### src/rtl/riscv_mem_pkg.sv
// Shared types for the unified-memory arbiter: FSM states, owner encoding, access sizes.
// The size encoding matches the one used by the data memory.
package riscv_mem_pkg;

    typedef enum logic [1:0] {
        IDLE   = 2'b00,
        BUSY_I = 2'b01,
        BUSY_D = 2'b10
    } arb_state_t;

    typedef enum logic {
        OWN_IF = 1'b0,
        OWN_D  = 1'b1
    } owner_t;

    localparam logic [1:0] SZ_BYTE = 2'b00;
    localparam logic [1:0] SZ_HALF = 2'b01;
    localparam logic [1:0] SZ_WORD = 2'b10;

    function automatic owner_t state_owner(input arb_state_t st);
        return (st == BUSY_D) ? OWN_D : OWN_IF;
    endfunction

endpackage

### src/rtl/mem_arb_prio.sv
// Grant decision for the arbiter: D has priority unless IF has lost STARVE_MAX
// contested arbitrations in a row.
module mem_arb_prio
    import riscv_mem_pkg::*;
#(
    parameter int STARVE_MAX = 4
)(
    input  logic clk,
    input  logic rst,
    input  logic if_req,
    input  logic d_req,
    input  logic idle,
    output logic grant_if,
    output logic grant_d
);

    logic [3:0] r_starve;
    logic       w_starved;

    assign w_starved = (r_starve == 4'(STARVE_MAX));
    assign grant_if  = idle & if_req & (~d_req | w_starved);
    assign grant_d   = idle & d_req & ~grant_if;

    always_ff @(posedge clk or negedge rst) begin
        if (!rst) begin
            r_starve <= '0;
        end else if (grant_if) begin
            r_starve <= '0;
        end else if (grant_d && if_req && !w_starved) begin
            r_starve <= r_starve + 4'd1;
        end
    end

endmodule

### src/rtl/mem_arbiter.sv
// Single-port unified memory arbiter between fetch (IF) and load/store (D).
// Optional busy watchdog enabled by defining MEM_ARB_TIMEOUT_EN.
module mem_arbiter
    import riscv_mem_pkg::*;
#(
    parameter int ADDR_W     = 32,
    parameter int DATA_W     = 32,
    parameter int STARVE_MAX = 4,
    parameter int TIMEOUT    = 16
)(
    input  logic              clk,
    input  logic              rst,
    input  logic              if_req,
    input  logic [ADDR_W-1:0] if_addr,
    output logic              if_gnt,
    output logic              if_rvalid,
    output logic [DATA_W-1:0] if_rdata,
    input  logic              d_req,
    input  logic              d_we,
    input  logic [ADDR_W-1:0] d_addr,
    input  logic [DATA_W-1:0] d_wdata,
    input  logic [1:0]        d_size,
    output logic              d_gnt,
    output logic              d_rvalid,
    output logic [DATA_W-1:0] d_rdata,
    output logic              mem_en,
    output logic              mem_we,
    output logic [ADDR_W-1:0] mem_addr,
    output logic [DATA_W-1:0] mem_wdata,
    output logic [1:0]        mem_size,
    input  logic [DATA_W-1:0] mem_rdata,
    input  logic              mem_ready,
    output logic              err
);

    arb_state_t        r_state;
    logic              r_mem_en;
    logic              r_mem_we;
    logic [ADDR_W-1:0] r_mem_addr;
    logic [DATA_W-1:0] r_mem_wdata;
    logic [1:0]        r_mem_size;
    logic              r_if_rvalid;
    logic              r_d_rvalid;
    logic [DATA_W-1:0] r_if_rdata;
    logic [DATA_W-1:0] r_d_rdata;
    logic              w_idle;
    logic              w_busy;
    logic              w_grant_if;
    logic              w_grant_d;
    logic              w_timeout;

    assign w_idle = (r_state == IDLE);
    assign w_busy = ~w_idle;

    mem_arb_prio #(.STARVE_MAX(STARVE_MAX)) u_prio (
        .clk      (clk),
        .rst      (rst),
        .if_req   (if_req),
        .d_req    (d_req),
        .idle     (w_idle),
        .grant_if (w_grant_if),
        .grant_d  (w_grant_d)
    );

`ifdef MEM_ARB_TIMEOUT_EN
    localparam int TW = (TIMEOUT > 1) ? $clog2(TIMEOUT) : 1;
    logic [TW-1:0] r_tmr;
    logic          r_err;

    // Down-counter loaded on grant; terminal count on the TIMEOUT-th busy cycle.
    assign w_timeout = w_busy & ~mem_ready & (r_tmr == '0);

    always_ff @(posedge clk or negedge rst) begin
        if (!rst) begin
            r_tmr <= '0;
            r_err <= 1'b0;
        end else begin
            if (w_grant_if || w_grant_d) begin
                r_tmr <= TW'(TIMEOUT - 1);
            end else if (w_busy && !mem_ready && r_tmr != '0) begin
                r_tmr <= r_tmr - 1'b1;
            end
            if (w_timeout) begin
                r_err <= 1'b1;
            end
        end
    end
    assign err = r_err;
`else
    assign w_timeout = 1'b0;
    assign err       = 1'b0;
`endif

    always_ff @(posedge clk or negedge rst) begin
        if (!rst) begin
            r_state     <= IDLE;
            r_mem_en    <= 1'b0;
            r_mem_we    <= 1'b0;
            r_mem_addr  <= '0;
            r_mem_wdata <= '0;
            r_mem_size  <= SZ_BYTE;
            r_if_rvalid <= 1'b0;
            r_d_rvalid  <= 1'b0;
            r_if_rdata  <= '0;
            r_d_rdata   <= '0;
        end else begin
            r_if_rvalid <= 1'b0;
            r_d_rvalid  <= 1'b0;
            case (r_state)
                IDLE: begin
                    if (w_grant_if) begin
                        r_state     <= BUSY_I;
                        r_mem_en    <= 1'b1;
                        r_mem_we    <= 1'b0;
                        r_mem_addr  <= if_addr;
                        r_mem_wdata <= '0;
                        r_mem_size  <= SZ_WORD;
                    end else if (w_grant_d) begin
                        r_state     <= BUSY_D;
                        r_mem_en    <= 1'b1;
                        r_mem_we    <= d_we;
                        r_mem_addr  <= d_addr;
                        r_mem_wdata <= d_wdata;
                        r_mem_size  <= d_size;
                    end
                end
                default: begin
                    if (mem_ready || w_timeout) begin
                        r_state  <= IDLE;
                        r_mem_en <= 1'b0;
                        r_mem_we <= 1'b0;
                        // A timed-out access still answers, with zero data.
                        if (state_owner(r_state) == OWN_IF) begin
                            r_if_rvalid <= 1'b1;
                            r_if_rdata  <= mem_ready ? mem_rdata : '0;
                        end else begin
                            r_d_rvalid <= 1'b1;
                            if (!mem_ready) begin
                                r_d_rdata <= '0;
                            end else if (!r_mem_we) begin
                                r_d_rdata <= mem_rdata;
                            end
                        end
                    end
                end
            endcase
        end
    end

    assign if_gnt    = w_grant_if;
    assign d_gnt     = w_grant_d;
    assign if_rvalid = r_if_rvalid;
    assign if_rdata  = r_if_rdata;
    assign d_rvalid  = r_d_rvalid;
    assign d_rdata   = r_d_rdata;
    assign mem_en    = r_mem_en;
    assign mem_we    = r_mem_we;
    assign mem_addr  = r_mem_addr;
    assign mem_wdata = r_mem_wdata;
    assign mem_size  = r_mem_size;

endmodule

### config.mk
export PLATFORM = sky130hd
export DESIGN_NAME = mem_arbiter
export DESIGN_NICKNAME = d
export VERILOG_FILES = /design/src/rtl/riscv_mem_pkg.sv /design/src/rtl/mem_arb_prio.sv /design/src/rtl/mem_arbiter.sv
export SDC_FILE = /design/constraint.sdc
export NUM_CORES = 1
export LEC_CHECK = 0
export ABC_CLOCK_PERIOD_IN_PS = 5950
export CORE_ASPECT_RATIO = 0.8
export CORE_MARGIN = 8
export CORE_UTILIZATION = 45
export DETAILED_ROUTE_END_ITERATION = 6
export PLACE_DENSITY = 0.86
export SETUP_SLACK_MARGIN = 0.5
export SLEW_MARGIN = 10
export SYNTH_ARGS = -nofsm -noshare
export SYNTH_HDL_FRONTEND = slang
export SYNTH_SLANG_ARGS = --single-unit
### constraint.sdc
create_clock -name clk -period 5.95 [get_ports clk]
set_input_delay 1.19 -clock clk [delete_from_list [all_inputs] [get_ports clk]]
set_output_delay 1.19 -clock clk [all_outputs]
set_load 0.005 [all_outputs]
---- Yosys cells after proc, flatten, opt, wreduce, memory -nomap -nowiden ----
Cells that the tools add are included.
Widths: inputs -> output; s select.
cells by class
  reductions and logical operators ........ 11
  eq/ne operators ......................... 3
  bitwise logic cells ..................... 10
  add/sub/neg operators ................... 1
  muxes and demuxes ....................... 26
operators by type and width
  cell                 number
  $mux 32              4
  $mux 1               14
  $mux 2               6
  $mux 4               2
  $reduce_bool 2->1    3
  $not 1->1            5
  $add 4x1->4 const B  1
  $and 1x1->1          4
  $eq 4x3->1 const B   1
  $reduce_and 2->1     2
  $reduce_and 4->1     1
  $ne 3x3->1 const B   1
  $reduce_and 3->1     1
  $eq 2x2->1 const B   1
  $logic_and 1x1->1    2
  $logic_not 2->1      1
  $logic_not 1->1      1
  $or 1x1->1           1
storage, ports and cells
  logic and storage cells ................. 62
  input bits .............................. 136
  register bits ........................... 140

---- Depth between registers and ports, before layout ----
Gate-level depths: netlist of the first run.
  word-level depth ........................ 9
  depth in mapped cells ................... 7
  gate-level depth less buffers ........... 5

---- Cells and area by module ----
From an unflattened synthesis of the first run, not the netlist that was laid out.
second synthesis, totals
  cells, all modules ...................... 371
  area total of the unflattened synthesis .. 5864.4 µm²
by module, submodules not included
  module        sequential area each (µm²)  cells each  area an instance (µm²)  instances
  mem_arbiter   3403.3                      340         5600.4                  1
  mem_arb_prio  100.1                       31          264.0                   1

---- Worst setup path after synthesis of the first run ----
Ideal clock, no wire load.
  path kind ............................... input port to output port
  start point ............................. input if_req
  end point ............................... output d_gnt
  path slack .............................. 2.466 ns
  data arrival time ....................... 2.294 ns
  cell stages on the path ................. 5
  data required time ...................... 4.760 ns
  buffers on the path ..................... 2
  path through ............................ or3b_1 a21oi_4 buf_4 buf_2 nor2_1
between the ends
  cells in the longest elaborated chain, start to end .. 4
ends and longest elaborated chain
  item                      RTL line            source
  start: declaration        mem_arbiter.sv:13   input logic if_req,
  $and 1x1->1 (2 in a row)  mem_arb_prio.sv:21  assign grant_if = idle & if_req & (~d_req | w_starved);
  named net if_gnt          mem_arbiter.sv:15   output logic if_gnt,
  $not 1->1                 mem_arb_prio.sv:22  assign grant_d = idle & d_req & ~grant_if;
  $and 1x1->1               mem_arb_prio.sv:22
  end: declaration          mem_arbiter.sv:23   output logic d_gnt,
The timed path passes the listed nets, and every way through them passes these cells.

---- Worst setup path in the final report of the first run ----
  start point ............................. input if_req
  end point ............................... output if_gnt
between the ends
  cells in the longest elaborated chain, start to end .. 2
ends and longest elaborated chain
  item                      RTL line
  $and 1x1->1 (2 in a row)  mem_arb_prio.sv:21
  end: declaration          mem_arbiter.sv:15
Every way passes these cells.

==> run summary, run 1 <==
Overflow after GRT -> 0
Initial core utilization -> 46.2%
Top Ports -> 273
First-pass GRT wire length -> 27.9 mm
DIE AREA -> 0.0172 mm2
Max Cap Viol -> 0
Setup Skew -> 0.00940 ns
Total GRT Usage -> 21.0%
# Post-CTS Setup Buffers -> 0
HPWL after detailed placement -> 13.4 mm
Largest net degree at the start of global routing -> 78
CTS tree -> yes
Net count after synthesis -> 581
Die span in x -> 145 um
Port Buf Inserts -> 271
Commonest non-fill, non-tap cell in the layout -> clkdlybuf4s50_1
Layout Nets -> 849
P&R area growth vs syn -> 56.6%
# setup viols final -> 0
Logic gate share of total power -> 43.4%
Synthesized instance count -> 443
Clock Path Buffers -> 2
Seq/Total Area, Yosys -> 58.9%
Internal power -> 3.39 mW
Row cnt -> 37
Distinct cells, synth -> 29
Critical Path Start Type -> primary input
Initial drt markers -> 186
Routed WL per cell -> 19.9 um
Htree depth -> 4
Most common flop cell mapped by yosys -> dfrtp_1
Crit path max-delay family -> buffers and inverters
Pre-antenna DRT Iters -> 5
Crit-path slowest cell -> clkdlybuf4s50_1
Vias -> 4,546
Leak -> 4.00 nW
Fmax -> 218 MHz
ANT nets after route -> 0
Ys Warns -> 0
Clock slew at reported path FFs -> 0.06 ns
Sw Pwr -> 1.35 mW
Critical Path Fanout Max -> 25
CTS Hold Bufs -> 0
Unrepaired setup endpoints after global routing -> false
Relative slew margins -> 37.5%
Register bit total from synthesis -> 140
Gates resized, CTS repair -> 0
Syn_area_per_cell -> 13.4 um2
Final hold vios -> 0
Antenna cells -> 0
Tmin final -> 4.59 ns
CORE AREA -> 0.0129 mm2
Vias in the first global route -> 5,019
Status -> finished, final reports clean
Hold_ws -> 0.501 ns
Critical Path End Type -> output port
Clk_lat worst skew -> 0.41 ns
Commonest non-fill, non-tap cells in the layout -> clkdlybuf4s50_1 (270), dfrtp_1 (140), mux2_2 (97), nand2_1 (73), a21oi_1 (37)
Area of the mapped netlist -> 0.00595 mm2
Critical-path cell list -> clkdlybuf4s50_1 -> or3b_1 -> a21oi_4 -> clkdlybuf4s50_1
Setup CP Type -> primary input to output port
Setup tns final -> 0 ns
Req. time, crit path -> 4.76 ns
Final wirelength -> 17.8 mm
Vias/cell -> 5.06
Asr flop ratio synth -> 100%
Layout Cells excl Fill -> 898
Total CTS buffers -> 17
CTS sink cnt -> 140
Crit share post-route -> 77.2%
Sequential share of power -> 35.6%
Critical Path AT -> 3.40 ns
Die Ht -> 119 um
Initial antenna violation count -> 0
Pwr per Cell Area -> 508 mW/mm2
Critical path buffers and inverters -> 2
EDFF count, synth -> 0
Root Buffer -> clkbuf_16
Max Slew Vio Count -> 0
Dpl cells -> 867
Hold Path Class -> flop to flop
GP Congestion -> 0.845
Fillcell total -> 878
Largest stage delay on the critical path -> 0.65 ns
# DRC -> 0
Worst path most repeated cell -> clkdlybuf4s50_1
Max IR drop VDD -> 0.335 mV
Switch share -> 28.4%
Share of cells above drive strength 1 -> 23.5%
Clk pwr share -> 20.9%
Least-Margin Pin Slew -> 0.937 ns
==> cell families after synthesis <==
group | after synthesis | share of synthesized area (%)
AOI/OAI and AO/OA | 46 | 4.23
buffers and inverters | 34 | 3.45
DFF | 140 | 58.9
and+or+nand+nor | 90 | 6.37
muxes | 130 | 26.6
adders and majority gates | 2 | 0.420
other | 1 | 0.0630
==> synth_stat cells, types with 2 or more instances <==
master    instances  area [um2]
buf_1             3        11.3
clkbuf_1          6        22.5
a31oi_1           2        12.5
or3b_1            2        17.5
ha_1              2        25.0
nand2_1          73         274
buf_6             7        78.8
buf_2             8        40.0
a21oi_1          37         185
inv_1             6        22.5
o21ai_0           2        10.0
mux2_2           97        1090
nor2_1            4        15.0
dfrtp_1         140        3500
nand3b_1          2        15.0
mux2_4           32         480
o22ai_1           2        12.5
buf_4             4        30.0
nand3_1           4        20.0
==> routing by layer <==
metal | GRT usage (%) | share of wire [%] | up-vias
met2 | 37.1 | 52 | 179
met4 | 6.55 | 1.8 | 0
met1 | 22.8 | 37 | 2283
met5 | 0 | 0 | -
met3 | 7.90 | 9.5 | 21
li1 | - | - | 2063
==> worst paths after layout <==
kind                                                 from                         to  slack, ns  cells past startpoint
max                                                if_req                     if_gnt       1.36                      4
min                              if_rdata[23]$_DFFE_PN0P_   if_rdata[23]$_DFFE_PN0P_       0.50                      1
max reg2reg                u_prio.r_starve[0]$_DFFE_PN0P_   mem_addr[17]$_DFFE_PN0P_       3.20                      6
min reg2reg                      if_rdata[23]$_DFFE_PN0P_   if_rdata[23]$_DFFE_PN0P_       0.50                      1
max in group asynchronous                             rst    d_rdata[22]$_DFFE_PN0P_       3.87                      2
min in group asynchronous                             rst  mem_wdata[30]$_DFFE_PN0P_       0.81                      1
==> power groups by stage <==
| stage | clock [mW] | combinational (mW) | sequential, mW |
|---|---|---|---|
| final | 0.991 | 2.06 | 1.69 |
| after global routing | 1.06 | 2.20 | 1.74 |
| after CTS | 1.01 | 2.09 | 1.69 |
| after detailed placement | 0 | 2.07 | 1.70 |
| after global placement | 0 | 2.01 | 1.65 |
| after floorplan | 0 | 0.816 | 1.69 |
==> registers in the layout (all words and copies together) (netlist names) <==
| name | count |
|---|---|
| d_rdata | 32 |
| d_rvalid | 1 |
| if_rdata | 32 |
| if_rvalid | 1 |
| mem_addr | 32 |
| mem_en | 1 |
| mem_size | 2 |
| mem_wdata | 32 |
| mem_we | 1 |
| r_state | 2 |
| u_prio.r_starve | 4 |
==> worst reg2reg max path: cells and delay by family, from the launching register on <==
kind,cells,cell delay (ns)
compound gates,1,0.60
buf+inv,2,0.72
fa+ha+maj,1,0.19
flops,1,0.43
simple gates,1,0.21
mux,1,0.47
==> area by class of cell <==
cell class	instances	area, um2	share of cell area [%]
well taps	175	219	2.35
repair buffers	277	2760	29.6
inverters	6	22.5	0.242
clock buffers	21	470	5.05
clock inverters	10	90.1	0.967
flip-flops and latches	140	3500	37.6
multi-input cells	269	2260	24.2
==> stage by stage <==
step	setup WS, ns	utilization, %	cell area (um2)	power (mW)
2_1_floorplan	2.47	-	5950	2.51
3_3_place_gp	1.45	68.1	8760	3.67
3_5_place_dp	1.38	68.1	8760	3.77
4_1_cts	1.37	72.4	9320	4.79
5_1_grt	1.27	72.4	9320	5.00
6_report	1.36	72.4	9320	4.73
(Power assumes the default switching activity.)
==> run 2: changes to the inputs <==
ABC_CLOCK_PERIOD_IN_PS = 4500   (was 5950)
CORE_UTILIZATION = 42   (was 45)
PLACE_DENSITY = 0.81   (was 0.86)
clock period = 4.5 ns   (was 5.95 ns; I/O delays follow)
==> run summary, run 2 (synthesized netlist as in run 1, its figures left out) <==
Initial drt markers -> 192 (+3.2%)
Pre-antenna DRT Iters -> 4 (-1)
ANT nets after route -> 0 (unchanged)
Req. time, crit path -> 3.60 ns (-1.16 ns)
CTS sink cnt -> 140 (unchanged)
Initial core utilization -> 42.3% (-3.9 points)
CTS tree -> yes
Post-Layout Inst Area -> 0.00942 mm2 (+1.0%)
GP Congestion -> 0.781 (-7.6%)
Setup CP Type -> primary input to output port
Clock Path Buffers -> 2 (unchanged)
Critical Path AT -> 2.74 ns (-0.66 ns)
Port Buf Inserts -> 271 (unchanged)
# Post-CTS Setup Buffers -> 0 (unchanged)
CORE AREA -> 0.0141 mm2 (+9.2%)
Multi-input combinational cell area -> 0.00226 mm2 (unchanged)
Overflow after GRT -> 0 (unchanged)
DP Area -> 0.00878 mm2 (+0.21%)
Critical Path End Type -> output port
Clock slew at reported path FFs -> 0.06 ns (about the same)
Relative slew margins -> 33.7% (-3.8 points)
Setup tns final -> 0 ns (unchanged)
Htree depth -> 4 (unchanged)
CTS Hold Bufs -> 0 (unchanged)
DIE AREA -> 0.0183 mm2 (+6.3%)
HPWL after detailed placement -> 13.1 mm (-2.3%)
Commonest non-fill, non-tap cells in the layout -> clkdlybuf4s50_1 (270), dfrtp_1 (140), mux2_2 (97), nand2_1 (73), a21oi_1 (37)
Critical Path Fanout Max -> 10 (-60%)
Setup Skew -> 0.00985 ns (+0.000456 ns)
Vias -> 4,541 (-0.11%)
Final wirelength -> 18.2 mm (+2.3%)
Die Ht -> 122 um (+3.0%)
Max Cap Viol -> 0 (unchanged)
Initial antenna violation count -> 1 (+1)
Routed WL per cell -> 20.1 um (+1.0%)
Largest stage delay on the critical path -> 0.71 ns (+0.06 ns)
Root Buffer -> clkbuf_16
Max IR drop VDD -> 0.452 mV (+35%)
# DRC -> 0 (unchanged)
Tmin final -> 3.64 ns
Hold Path Class -> flop to flop
Leak -> 4.04 nW (+1.2%)
Final hold vios -> 0 (unchanged)
Worst path most repeated cell -> clkdlybuf4s50_1
Largest net degree at the start of global routing -> 76 (-2.6%)
Status -> finished, final reports clean
Register Area -> 0.00350 mm2 (unchanged)
Critical-path cell list -> clkdlybuf4s50_1 -> or3b_4 -> nor2_1 -> clkdlybuf4s50_1
First-pass GRT wire length -> 27.9 mm (about the same)
Layout Nets -> 850 (+0.12%)
Pwr per Cell Area -> 686 mW/mm2 (+35%)
Crit-path slowest cell -> clkdlybuf4s50_1
P&R area growth vs syn -> 58.3%
Least-Margin Pin Slew -> 0.994 ns (+0.0568 ns)
Clk_lat worst skew -> 0.41 ns (about the same)
Total GRT Usage -> 19.8% (-1.2 points)
Fmax -> 275 MHz
Gates resized, CTS repair -> 0 (unchanged)
Share of cells above drive strength 1 -> 23.9% (+0.35 points)
Vias/cell -> 5.00 (-1.3%)
Vias in the first global route -> 5,037 (+0.36%)
Total CTS buffers -> 17 (unchanged)
Crit share post-route -> 80.8%
Top Ports -> 273 (unchanged)
Max Slew Vio Count -> 0 (unchanged)
Unrepaired setup endpoints after global routing -> false
Row cnt -> 39 (+5.4%)
Commonest non-fill, non-tap cell in the layout -> clkdlybuf4s50_1
Critical Path Start Type -> primary input
Fillcell total -> 1,053 (+20%)
Die span in x -> 149 um (+3.1%)
# setup viols final -> 0 (unchanged)
Antenna cells -> 0 (unchanged)
-- run 2: per-stage QoR --
step / utilization [%] / hold WS, ns / total power, mW / cells / setup WS, ns
floorplan: - / 0.473 / 3.32 / 443 / 1.60
CTS: 67.0 / 0.508 / 6.54 / 909 / 0.856
global placement: 62.5 / 0.487 / 4.87 / 877 / 0.855
detailed placement: 62.5 / 0.493 / 4.99 / 877 / 0.874
global route: 67.0 / 0.520 / 6.81 / 909 / 0.792
finish: 67.0 / 0.504 / 6.46 / 909 / 0.863
-- run 2: worst max-delay path: cells and delay by family --
| family | cells | cell delay [ns] |
|---|---|---|
| and+or+nand+nor | 2 | 0.59 |
| buffers and inverters | 2 | 1.25 |
-- run 2: worst paths after layout --
| check | slack [ns] | to | from | cells after the start |
|---|---|---|---|---|
| setup / recovery | 0.86 | d_gnt | d_req | 4 |
| hold / removal | 0.50 | if_rdata[17]$_DFFE_PN0P_ | if_rdata[17]$_DFFE_PN0P_ | 1 |
| setup reg to reg | 2.04 | mem_addr[28]$_DFFE_PN0P_ | r_state[0]$_DFFE_PN0P_ | 4 |
| hold reg to reg | 0.50 | if_rdata[17]$_DFFE_PN0P_ | if_rdata[17]$_DFFE_PN0P_ | 1 |
| max in group asynchronous | 3.04 | mem_addr[6]$_DFFE_PN0P_ | rst | 2 |
| min in group asynchronous | 0.51 | mem_wdata[18]$_DFFE_PN0P_ | rst | 1 |
-- run 2: where the power goes --
group | switching, mW | internal [mW] | total [mW]
clock | 0.535 | 0.960 | 1.49
combinational | 0.909 | 1.81 | 2.72
sequential | 0.374 | 1.87 | 2.25
-- run 2: layer usage --
layer / track usage, % / share of wire [%] / up-vias
li1: - / - / 2050
met1: 21.7 / 38 / 2252
met2: 34.1 / 51 / 206
met3: 8.51 / 8.9 / 31
met4: 6.42 / 2.3 / 2
met5: 0 / 0.044 / -
-- run 2: layout make-up --
cell class,instances,area share (%)
clock buffer,19,4.81
clock inverter,13,1.98
inverter,6,0.239
multi-input combinational,269,24.0
sequential,140,37.2
tap,184,2.44
timing repair buffer,278,29.4
==> run 3: changes to the inputs <==
ABC_CLOCK_PERIOD_IN_PS = 3700   (was 4500)
clock period = 3.7 ns   (was 4.5 ns; I/O delays follow)
==> run summary, run 3 (synthesized netlist as in run 1, its figures left out) <==
Top Ports -> 273 (unchanged)
Status -> finished, final reports clean
Hold Path Class -> primary input to asynchronous set/reset pin
CTS sink cnt -> 140 (unchanged)
# setup viols final -> 0 (unchanged)
Sequential share of power -> 35.2% (+0.4 points)
Switch share -> 27.7% (-0.43 points)
Die span in x -> 149 um (unchanged)
Largest stage delay on the critical path -> 0.54 ns (-0.17 ns)
Commonest non-fill, non-tap cells in the layout -> clkdlybuf4s50_1 (269), dfrtp_1 (140), mux2_2 (97), nand2_1 (73), a21oi_1 (37)
Tmin final -> 3.00 ns
Setup Skew -> 0.00595 ns (-0.00390 ns)
Row cnt -> 39 (unchanged)
Fillcell total -> 1,026 (-2.6%)
Overflow after GRT -> 0 (unchanged)
Setup CP Type -> primary input to output port
Logic gate share of total power -> 43.1% (+1.0 points)
Initial antenna violation count -> 0 (-1)
Htree depth -> 4 (unchanged)
Final wirelength -> 17.7 mm (-2.8%)
Unrepaired setup endpoints after global routing -> false
Crit share post-route -> 81.2%
Initial core utilization -> 42.3% (unchanged)
Internal power -> 5.55 mW (+20%)
Layout Cells excl Fill -> 907 (-0.22%)
Port Buf Inserts -> 271 (unchanged)
Critical Path AT -> 2.26 ns (-0.48 ns)
Max IR drop VDD -> 0.640 mV (+42%)
Share of cells above drive strength 1 -> 23.7% (-0.21 points)
Dpl cells -> 878 (+0.11%)
DIE AREA -> 0.0183 mm2 (unchanged)
ANT nets after route -> 0 (unchanged)
Relative slew margins -> 32.7% (-1.0 points)
Critical Path Start Type -> primary input
Max Cap Viol -> 0 (unchanged)
Critical Path End Type -> output port
Fmax -> 333 MHz
Initial drt markers -> 162 (-16%)
Multi-input combinational cell area -> 0.00226 mm2 (+0.11%)
Vias/cell -> 4.98 (-0.24%)
Critical-path cell list -> clkdlybuf4s50_1 -> or3b_4 -> nor2_1 -> clkdlybuf4s50_1
Die Ht -> 122 um (unchanged)
Vias in the first global route -> 5,040 (+0.060%)
Clock Path Buffers -> 2 (unchanged)
Crit-path slowest cell -> clkdlybuf4s50_1
Total CTS buffers -> 17 (unchanged)
Least-Margin Pin Slew -> 1.01 ns (+0.0151 ns)
Commonest non-fill, non-tap cell in the layout -> clkdlybuf4s50_1
First-pass GRT wire length -> 27.5 mm (-1.5%)
Final hold vios -> 0 (unchanged)
Post-Layout Inst Area -> 0.00939 mm2 (-0.32%)
Leak -> 4.04 nW (-0.18%)
Layout Nets -> 851 (+0.12%)
Clock slew at reported path FFs -> 0.06 ns (about the same)
Pre-antenna DRT Iters -> 4 (unchanged)
CTS tree -> yes
Routed WL per cell -> 19.5 um (-2.6%)
Root Buffer -> clkbuf_16
Critical Path Fanout Max -> 2 (-8)
Register Area -> 0.00350 mm2 (unchanged)
GP Congestion -> 0.800 (+2.4%)
P&R area growth vs syn -> 57.8%
Hold_ws -> 0.280 ns (-0.225 ns)
Antenna cells -> 0 (unchanged)
Max Slew Vio Count -> 0 (unchanged)
# DRC -> 0 (unchanged)
CORE AREA -> 0.0141 mm2 (unchanged)
Clk_lat worst skew -> 0.41 ns (about the same)
Worst path most repeated cell -> clkdlybuf4s50_1
Req. time, crit path -> 2.96 ns (-0.64 ns)
Largest net degree at the start of global routing -> 83 (+9.2%)
CTS Hold Bufs -> 0 (unchanged)
Clk pwr share -> 21.7% (-1.4 points)
Vias -> 4,520 (-0.46%)
Total GRT Usage -> 19.4% (-0.37 points)
Setup tns final -> 0 ns (unchanged)
DP Area -> 0.00880 mm2 (+0.23%)
Sw Pwr -> 2.13 mW (+17%)
Pwr per Cell Area -> 818 mW/mm2 (+19%)
Final Power -> 7.68 mW (+19%)
HPWL after detailed placement -> 13.1 mm (-0.30%)
-- run 3: worst paths after layout --
kind | start | end | slack, ns | depth (start not counted)
worst max-delay path | d_req | d_gnt | 0.70 | 4
worst min-delay path | rst | u_prio.r_starve[1]$_DFFE_PN0P_ | 0.28 | 1
worst max register to register | u_prio.r_starve[0]$_DFFE_PN0P_ | mem_addr[23]$_DFFE_PN0P_ | 1.37 | 6
worst min register to register | if_rdata[4]$_DFFE_PN0P_ | if_rdata[4]$_DFFE_PN0P_ | 0.50 | 1
max in group asynchronous | rst | if_rdata[20]$_DFFE_PN0P_ | 2.56 | 2
min in group clk | if_rdata[4]$_DFFE_PN0P_ | if_rdata[4]$_DFFE_PN0P_ | 0.50 | 1
-- run 3: cell type report --
cell class | count | area share, %
clock buffer | 23 | 5.30
tap | 184 | 2.45
clock inverter | 6 | 0.920
sequential | 140 | 37.3
timing repair buffer | 279 | 29.7
multi-input combinational | 269 | 24.1
inverter | 6 | 0.240
-- run 3: stage by stage --
step,setup slack (ns),util (%)
after CTS,0.525,66.8
after global placement,0.508,62.6
after floorplan,1.12,-
after detailed placement,0.506,62.6
final,0.696,66.8
after global routing,0.663,66.8
-- run 3: critical path: cells and delay by family --
kind / cells / cell delay [ns]
buf+inv: 2 / 1.03
simple gates: 2 / 0.51
-- run 3: what timing repair did --
item,in CTS,in global routing
buffers inserted,0,0
gates resized for setup,1,1
setup endpoints to repair,2,2
cloned,0,0
-- run 3: power by group through the flow --
stage / clock network [mW] / logic [mW] / registers, mW
2_1_floorplan: 0 / 1.31 / 2.72
3_3_place_gp: 0 / 3.25 / 2.67
3_5_place_dp: 0 / 3.35 / 2.72
4_1_cts: 1.71 / 3.37 / 2.71
5_1_grt: 1.77 / 3.56 / 2.80
6_report: 1.67 / 3.31 / 2.70
-- run 3: routing by layer --
| layer | up-vias | wire length (um) | global-route usage [%] |
|---|---|---|---|
| met5 | - | 0 | 0 |
| met4 | 0 | 447 | 7.93 |
| met3 | 34 | 1730 | 8.70 |
| met2 | 198 | 8760 | 32.7 |
| met1 | 2231 | 6800 | 21.1 |
| li1 | 2057 | - | - |
